[config.mk]
export PLATFORM = sky130hd
export DESIGN_NAME = regfile_sb_flat
export DESIGN_NICKNAME = d
export VERILOG_FILES = /design/src/rtl/regfile_sb_if.sv /design/src/rtl/regfile_sb.sv /design/src/flat_wrapper.sv
export SDC_FILE = /design/constraint.sdc
export NUM_CORES = 2
export LEC_CHECK = 0
export CAP_MARGIN = 0
export CELL_PAD_IN_SITES_DETAIL_PLACEMENT = 0
export CELL_PAD_IN_SITES_GLOBAL_PLACEMENT = 1
export CORE_ASPECT_RATIO = 0.7
export CORE_MARGIN = 5
export CORE_UTILIZATION = 45
export CTS_BUF_LIST = sky130_fd_sc_hd__clkbuf_8 sky130_fd_sc_hd__clkbuf_16
export DETAILED_ROUTE_END_ITERATION = 12
export PLACE_DENSITY_LB_ADDON = 0.15
export SYNTH_ARGS = -nofsm -noshare
export SYNTH_HDL_FRONTEND = slang
export SYNTH_SLANG_ARGS = --single-unit
[constraint.sdc]
create_clock -name clk -period 9.8 [get_ports clk]
set_input_delay 1.96 -clock clk [delete_from_list [all_inputs] [get_ports clk]]
set_output_delay 1.96 -clock clk [all_outputs]
set_load 0.1 [all_outputs]
[src/rtl/regfile_sb_if.sv]
// Register file bus: read ports, writeback, and destination reservation.
// The master drives selects/writeback/reservation, the slave returns data and busy state.
interface regfile_sb_if #(
  parameter int XLEN  = 32,
  parameter int NREGS = 32,
  parameter int NREAD = 2
);
  localparam int AW = $clog2(NREGS);
  localparam int CW = $clog2(NREGS + 1);

  logic [NREAD*AW-1:0]   rd_sel;
  logic [NREAD*XLEN-1:0] rd_data;
  logic [NREAD-1:0]      rd_busy;
  logic                  wr_en;
  logic [AW-1:0]         wr_sel;
  logic [XLEN-1:0]       wr_data;
  logic                  rsv_en;
  logic [AW-1:0]         rsv_sel;
  logic                  rsv_ok;
  logic [CW-1:0]         busy_cnt;

  modport master (
    output rd_sel, wr_en, wr_sel, wr_data, rsv_en, rsv_sel,
    input  rd_data, rd_busy, rsv_ok, busy_cnt
  );

  modport slave (
    input  rd_sel, wr_en, wr_sel, wr_data, rsv_en, rsv_sel,
    output rd_data, rd_busy, rsv_ok, busy_cnt
  );
endinterface

[src/rtl/regfile_sb.sv]
// Multi-port register file with a per-register busy scoreboard.
// Register 0 is hardwired to zero and never busy. Writeback clears busy,
// an accepted reservation sets it; on a same-register collision the
// reservation wins. Reads bypass the same-cycle writeback.
module regfile_sb #(
  parameter int XLEN     = 32,
  parameter int NREGS    = 32,
  parameter int NREAD    = 2,
  parameter int READ_REG = 0
) (
  input  logic         clk,
  input  logic         rst,
  regfile_sb_if.slave  bus
);
  localparam int AW = $clog2(NREGS);
  localparam int CW = $clog2(NREGS + 1);

  logic [XLEN-1:0]       r_regs [NREGS];
  logic [NREGS-1:0]      r_busy;
  logic [CW-1:0]         r_busy_cnt;

  logic                  w_wr;
  logic                  w_rsv_ok;
  logic                  w_set;
  logic                  w_inc;
  logic                  w_dec;
  logic [NREAD*XLEN-1:0] w_rd_data;
  logic [NREAD-1:0]      w_rd_busy;

  // A writeback to register 0 is dropped entirely.
  assign w_wr = bus.wr_en && (bus.wr_sel != {AW{1'b0}});

  // Reservation is accepted for r0, for an idle register, or when the
  // register's producer is writing back in this same cycle.
  assign w_rsv_ok = bus.rsv_en &&
                    ((bus.rsv_sel == {AW{1'b0}}) ||
                     !r_busy[bus.rsv_sel] ||
                     (bus.wr_en && (bus.wr_sel == bus.rsv_sel)));
  assign w_set    = w_rsv_ok && (bus.rsv_sel != {AW{1'b0}});

  // Counter moves only on real busy transitions; a collision keeps the bit set.
  assign w_inc = w_set && !r_busy[bus.rsv_sel];
  assign w_dec = w_wr && r_busy[bus.wr_sel] &&
                 !(w_set && (bus.rsv_sel == bus.wr_sel));

  assign bus.rsv_ok   = w_rsv_ok;
  assign bus.busy_cnt = r_busy_cnt;

  // Register storage, busy bits and busy counter; the reservation set is
  // placed after the writeback clear so it wins on a collision.
  always_ff @(posedge clk) begin
    if (rst) begin
      for (int k = 0; k < NREGS; k++) begin
        r_regs[k] <= {XLEN{1'b0}};
      end
      r_busy     <= {NREGS{1'b0}};
      r_busy_cnt <= {CW{1'b0}};
    end else begin
      if (w_wr) begin
        r_regs[bus.wr_sel] <= bus.wr_data;
        r_busy[bus.wr_sel] <= 1'b0;
      end
      if (w_set) begin
        r_busy[bus.rsv_sel] <= 1'b1;
      end
      r_busy_cnt <= r_busy_cnt + CW'(w_inc) - CW'(w_dec);
    end
  end

  // Per-port read value and busy flag, including same-cycle writeback bypass.
  always_comb begin
    w_rd_data = {(NREAD*XLEN){1'b0}};
    w_rd_busy = {NREAD{1'b0}};
    for (int i = 0; i < NREAD; i++) begin
      if (bus.rd_sel[i*AW +: AW] == {AW{1'b0}}) begin
        w_rd_data[i*XLEN +: XLEN] = {XLEN{1'b0}};
        w_rd_busy[i]              = 1'b0;
      end else if (bus.wr_en && (bus.wr_sel == bus.rd_sel[i*AW +: AW])) begin
        w_rd_data[i*XLEN +: XLEN] = bus.wr_data;
        w_rd_busy[i]              = 1'b0;
      end else begin
        w_rd_data[i*XLEN +: XLEN] = r_regs[bus.rd_sel[i*AW +: AW]];
        w_rd_busy[i]              = r_busy[bus.rd_sel[i*AW +: AW]];
      end
    end
  end

  if (READ_REG != 0) begin : g_rd_reg
    logic [NREAD*XLEN-1:0] r_rd_data;
    logic [NREAD-1:0]      r_rd_busy;

    // Capture the read result for the selects present at this edge.
    always_ff @(posedge clk) begin
      if (rst) begin
        r_rd_data <= {(NREAD*XLEN){1'b0}};
        r_rd_busy <= {NREAD{1'b0}};
      end else begin
        r_rd_data <= w_rd_data;
        r_rd_busy <= w_rd_busy;
      end
    end

    assign bus.rd_data = r_rd_data;
    assign bus.rd_busy = r_rd_busy;
  end else begin : g_rd_comb
    assign bus.rd_data = w_rd_data;
    assign bus.rd_busy = w_rd_busy;
  end
endmodule

[src/flat_wrapper.sv]
// flat-port wrapper written by rule: the top's interface ports become plain ports
module regfile_sb_flat 
#(
  parameter int XLEN     = 32,
  parameter int NREGS    = 32,
  parameter int NREAD    = 2,
  parameter int READ_REG = 0
)
  (clk, rst, bus_rd_sel, bus_wr_en, bus_wr_sel, bus_wr_data, bus_rsv_en, bus_rsv_sel, bus_rd_data, bus_rd_busy, bus_rsv_ok, bus_busy_cnt);
  regfile_sb_if #(.XLEN(XLEN), .NREGS(NREGS), .NREAD(NREAD)) bus_i ();
  input  logic clk;
  input  logic rst;
  input wire logic [$bits(bus_i.rd_sel)-1:0] bus_rd_sel;
  input wire logic [$bits(bus_i.wr_en)-1:0] bus_wr_en;
  input wire logic [$bits(bus_i.wr_sel)-1:0] bus_wr_sel;
  input wire logic [$bits(bus_i.wr_data)-1:0] bus_wr_data;
  input wire logic [$bits(bus_i.rsv_en)-1:0] bus_rsv_en;
  input wire logic [$bits(bus_i.rsv_sel)-1:0] bus_rsv_sel;
  output wire logic [$bits(bus_i.rd_data)-1:0] bus_rd_data;
  output wire logic [$bits(bus_i.rd_busy)-1:0] bus_rd_busy;
  output wire logic [$bits(bus_i.rsv_ok)-1:0] bus_rsv_ok;
  output wire logic [$bits(bus_i.busy_cnt)-1:0] bus_busy_cnt;
  assign bus_i.rd_sel = bus_rd_sel;
  assign bus_i.wr_en = bus_wr_en;
  assign bus_i.wr_sel = bus_wr_sel;
  assign bus_i.wr_data = bus_wr_data;
  assign bus_i.rsv_en = bus_rsv_en;
  assign bus_i.rsv_sel = bus_rsv_sel;
  assign bus_rd_data = bus_i.rd_data;
  assign bus_rd_busy = bus_i.rd_busy;
  assign bus_rsv_ok = bus_i.rsv_ok;
  assign bus_busy_cnt = bus_i.busy_cnt;
  regfile_sb #(.XLEN(XLEN), .NREGS(NREGS), .NREAD(NREAD), .READ_REG(READ_REG)) u_core (.clk(clk), .rst(rst), .bus(bus_i));
endmodule
Word level (Yosys, flattened, before mapping)
Memory sizes are Yosys's and may differ from the RTL's.
Index checks and enable logic that the tools add are counted.
Word-level totals
  register bits: 38
  input bits: 56
  memories: 1
  RAM bits: 1024
Memories
  u_core.r_regs: depth 32, width 32, read ports 2, clocked after memory_dff 0, write ports 32, line regfile_sb.sv:18  | logic [XLEN-1:0] r_regs [NREGS];
Operators by class
  bitwise logic cells: 3
  magnitude comparators: 6
  muxes and demuxes: 31
  add/sub/neg operators: 2
  eq/ne operators: 4
  reductions and logical operators: 22
Operator list (count)
  $mux W32: 8
  $and A32 B32 Y32: 1
  $not A32 Y32: 1
  $or A32 B32 Y32: 1
  $reduce_or A32 Y1: 1
  $lt A5 B6 Y1 const B: 4
  $bmux W1 S5: 4
  $eq A5 B5 Y1: 4
  $mux W1: 16
  $logic_not A5 Y1: 3
  $logic_and A1 B1 Y1: 12
  $demux W1 S5: 2
  $ge A5 B1 Y1 const B: 2
  $reduce_bool A5 Y1: 2
  $add A6 B1 Y6: 1
  $sub A6 B1 Y6: 1
  $mux W5: 1
  $logic_not A1 Y1: 2
  $logic_or A1 B1 Y1: 2

Longest topological paths before layout
  depth in word-level cells: 11
  mapped depth: 17

Least setup slack after synthesis
No wires, ideal clock.
  path kind: input to output
  start: input bus_rd_sel[5]
  end: output bus_rd_busy[1]
  data required time: 7.840 ns
  slack: 2.215 ns
  stages: 9
  arrival time: 5.625 ns
  cells stage by stage: buf_6 -> buf_8 -> buf_8 -> buf_6 -> buf_6 -> mux2i_1 -> a221oi_1 -> o21ai_0 -> a311oi_1
On the way
  cells in the longest elaborated chain, start to end: 4
  elaborated cells on any way between the ends: 7
RTL lines
  from (decl): line flat_wrapper.sv:13  | input wire logic [$bits(bus_i.rd_sel)-1:0] bus_rd_sel;
  $bmux W1 S5 or $eq A5 B5 Y1 (tied branches): line regfile_sb.sv:83, regfile_sb.sv:78
  $mux W1 (implied by the code) or $logic_and A1 B1 Y1 (tied branches): line regfile_sb.sv:83, regfile_sb.sv:78
  $mux W1: line regfile_sb.sv:78  | end else if (bus.wr_en && (bus.wr_sel == bus.rd_sel[i*AW +: AW])) begin
  $mux W1 *: line regfile_sb.sv:75  | if (bus.rd_sel[i*AW +: AW] == {AW{1'b0}}) begin
  to (decl): line flat_wrapper.sv:20  | output wire logic [$bits(bus_i.rd_busy)-1:0] bus_rd_busy;
Every way passes the cells marked *; elsewhere a longest branch is shown, timed or not. The select of a mux whose other input is x is not followed.

Final worst setup path
  start: input bus_rd_sel[2]
  end: output bus_rd_data[23]
On the way
  cells in the longest elaborated chain, start to end: 4
  elaborated cells on any way between the ends: 6
RTL lines
  branches (longest 3 deep; another with $mem_v2 Z32 W32)
  $mux W32 *: line regfile_sb.sv:75
  to (decl): line flat_wrapper.sv:19  | output wire logic [$bits(bus_i.rd_data)-1:0] bus_rd_data;
Mark *: on every way between the ends.

==> impl_metrics.yaml <==
status:
  outcome: "finished clean"
place:
  dp_hpwl_microns: 142000
  place_ws_ns: 1.74
  place_congestion: 0.880
  portBuffers: 128
  post-place-cells: 5897
cells_and_area:
  final_cells: 6124
  final_cell_mix: "1024 x edfxtp_1, 1000 x and2_1, 404 x mux4_2"
  areaGrowthSynthToFinish_pct: 11.4
  fin_nets: 4323
  final_common_cell: "edfxtp_1"
  drive_above_1_share_pct: 22.1
  fillers: 11000
pwr:
  peakVddDrop_uv: 187
  p_sw_uw: 3420
  p_leak_uw: 0.0228
  comb_power_share_pct: 17.0
  power_switching_share_pct: 29.2
  seqPwrFrac_pct: 45.9
  intPower_uw: 8280
  clkPwrFrac_pct: 37.1
  p_per_area_nw_per_um2: 179
clock_network:
  clk_path_buf_depth: 3
  hold_buffers: 0
  cts-buffers-inserted: 112
  tritoncts: "built"
  path_clk_slew_ns: 0.06
  clkLatencyLatePin_ns: 0.75
  cts-root-buf: "clkbuf_16"
  h-tree-depth: 3
  cts-resized-gates: 0
  cts.sinks: 1062
  post_cts_buffers: 0
sta:
  skew_ns: 0.0109
  tns_ns: 0
  hold_violations: 0
  setup_slack_ns: 1.71
  maxSlewHeadroom_pct: 9.27
  period_needed_ns: 8.09
  max_slew.worst_pin.slew_ns: 1.36
  slew_viol_final: 0
  fmax_ghz: 0.124
  rsz0062_at_grt: "false"
  min_period_over_period_pct: 82.5
  finalSetupViolations: 0
yosys:
  synthAdderAreaFrac_pct: 0.162
  synth-xor-area-share_pct: 0.283
  synth-seq-cells: 1062
  syn_area_per_cell_sq_um: 13.8
  syn_inst: 4254
  synth_compound_area_share_pct: 7.06
  synth_area_sq_um: 58800
  ys.flop_type: "edfxtp_1"
  synth_cell_type_count: 80
  synth_edf_count: 1024
  synth_top_family_by_area: "multiplexers"
  synth_simple_gate_area_share_pct: 13.7
  yosysSeqAreaShare_pct: 53.6
  synth_mux_area_share_pct: 21.2
  synthArstFlopShare_pct: 0
  synth_warnings: 0
die:
  die_area_sq_um: 138000
  ios: 129
  start_util_pct: 45.1
  fp.dieW_microns: 442
  core_area_sq_um: 130000
  placementRows: 111
  die_h_microns: 312
drt:
  firstDrtPassIters: 6
  viasPerCell: 6.77
  post_drt_wl_per_cell_microns: 39.1
  ant_nets: 0
  drt_wl_total_microns: 240000
  drt-initial-drc-count: 7473
  drc: 0
  num_vias: 41400
global_routing:
  track_usage_pct: 34.0
  grt_overflow_total: 0
  antenna_found_initial: 30
  grt_pass1_wl_microns: 329000
  grt_pass1_vias: 39100
  grt_start_max_net_pins: 96
worst_setup_path:
  cp-end-kind: "output port"
  start_kind: "input pin"
  slowest_delay_ns: 0.99
  worstPathRequired_ns: 7.84
  critical_path_class: "input pin to output port"
  path_max_fanout: 37
  slowest_stage: "clkdlybuf4s50_1"
  crit_chain: "buf_2 -> buf_4 -> nor3b_2 -> buf_4 -> a221oi_1 -> o221ai_1 -> o21a_1 -> a21oi_1 -> clkdlybuf4s50_1"
  r2r_slack_ns: 6.57
  cp.arrival_ns: 6.13
  cp_common_cell: "buf_4"
run:
  max_cap_violations: 0
worst_hold_path:
  hp-class: "flip-flop to flip-flop"
[metrics by stage]
step	hold slack, ns	power, uW	cell area [sq um]	util, %
3_5_place_dp	0.560	7400	61800	47.4
2_1_floorplan	0.481	6700	58900	-
3_3_place_gp	0.557	7400	61800	47.4
4_1_cts	0.570	11700	65500	50.2
6_report	0.577	11700	65500	50.2
5_1_grt	0.581	12000	65500	50.2
[routing by layer]
metal	global-route usage (%)	vias up	share of wire, %
met3	10.4	457	14
met1	51.4	21400	42
met4	9.40	4	3.2
li1	-	16400	-
met2	47.5	3213	41
met5	0	-	0.0092
[power groups by stage]
stage               combinational [uW]  sequential [uW]  clock [uW]
global placement                  1940             5450           0
floorplan                         1240             5460           0
detailed placement                1940             5460           0
global route                      2030             5400        4560
CTS                               1950             5370        4360
finish                            1990             5380        4340
[cells by family after synthesis]
group           after synthesis
compound gates              567
other cells                   1
fa+ha+maj                     7
simple gates               1386
mux                         729
buf+inv                     483
flops                      1062
xor+xnor                     19
[synth_stat cells, drive strengths merged, types with 14 or more instances]
| cell type | instances | area share, % |
|---|---|---|
| nand2 | 112 | 0.72 |
| o221ai | 21 | 0.31 |
| mux2 | 70 | 1.3 |
| nand3 | 29 | 0.25 |
| a211oi | 18 | 0.23 |
| and2 | 1000 | 11 |
| mux2i | 255 | 4.3 |
| clkbuf | 285 | 1.8 |
| dfxtp | 38 | 1.3 |
| o211ai | 16 | 0.21 |
| buf | 155 | 1.9 |
| a21oi | 48 | 0.41 |
| edfxtp | 1024 | 52 |
| mux4 | 404 | 15 |
| o31ai | 34 | 0.43 |
| a32oi | 19 | 0.28 |
| nor2b | 14 | 0.15 |
| a221oi | 85 | 1.3 |
| nor3 | 31 | 0.27 |
| inv | 41 | 0.26 |
| o21ai | 80 | 0.69 |
| o22ai | 83 | 0.88 |
| a22oi | 50 | 0.64 |
| nor2 | 124 | 0.79 |
[registers in the layout (all words and copies together), names as in the netlist]
name and count:
u_core.r_regs 1024, u_core.r_busy 32, u_core.bus.busy_cnt 6
[final timing paths]
kind         depth (start not counted)                         start                                end
max reg2reg                         13  u_core.r_busy[21]$_SDFF_PP0_  u_core.bus.busy_cnt[4]$_SDFF_PP0_
min reg2reg                          1   u_core.r_busy[0]$_SDFF_PP0_        u_core.r_busy[0]$_SDFF_PP0_
max                                  9                 bus_rd_sel[2]                    bus_rd_data[23]
min                                  1   u_core.r_busy[0]$_SDFF_PP0_        u_core.r_busy[0]$_SDFF_PP0_
[cell type report]
type	count	area [sq um]	share of cell area [%]
flip-flops and latches	1062	31500	48.1
inverters	43	174	0.266
clock buffers	114	2850	4.36
diodes	20	50.0	0.0764
clock inverters	93	757	1.16
well taps	1751	2190	3.34
multi-input cells	2740	25400	38.8
repair buffers	301	2570	3.93
[critical path: cells and delay by family]
| family | cells | cell delay [ns] |
|---|---|---|
| buf+inv | 4 | 2.46 |
| compound gates | 4 | 0.69 |
| simple gates | 1 | 0.94 |
No activity file was read; power rests on OpenSTA's default activity.
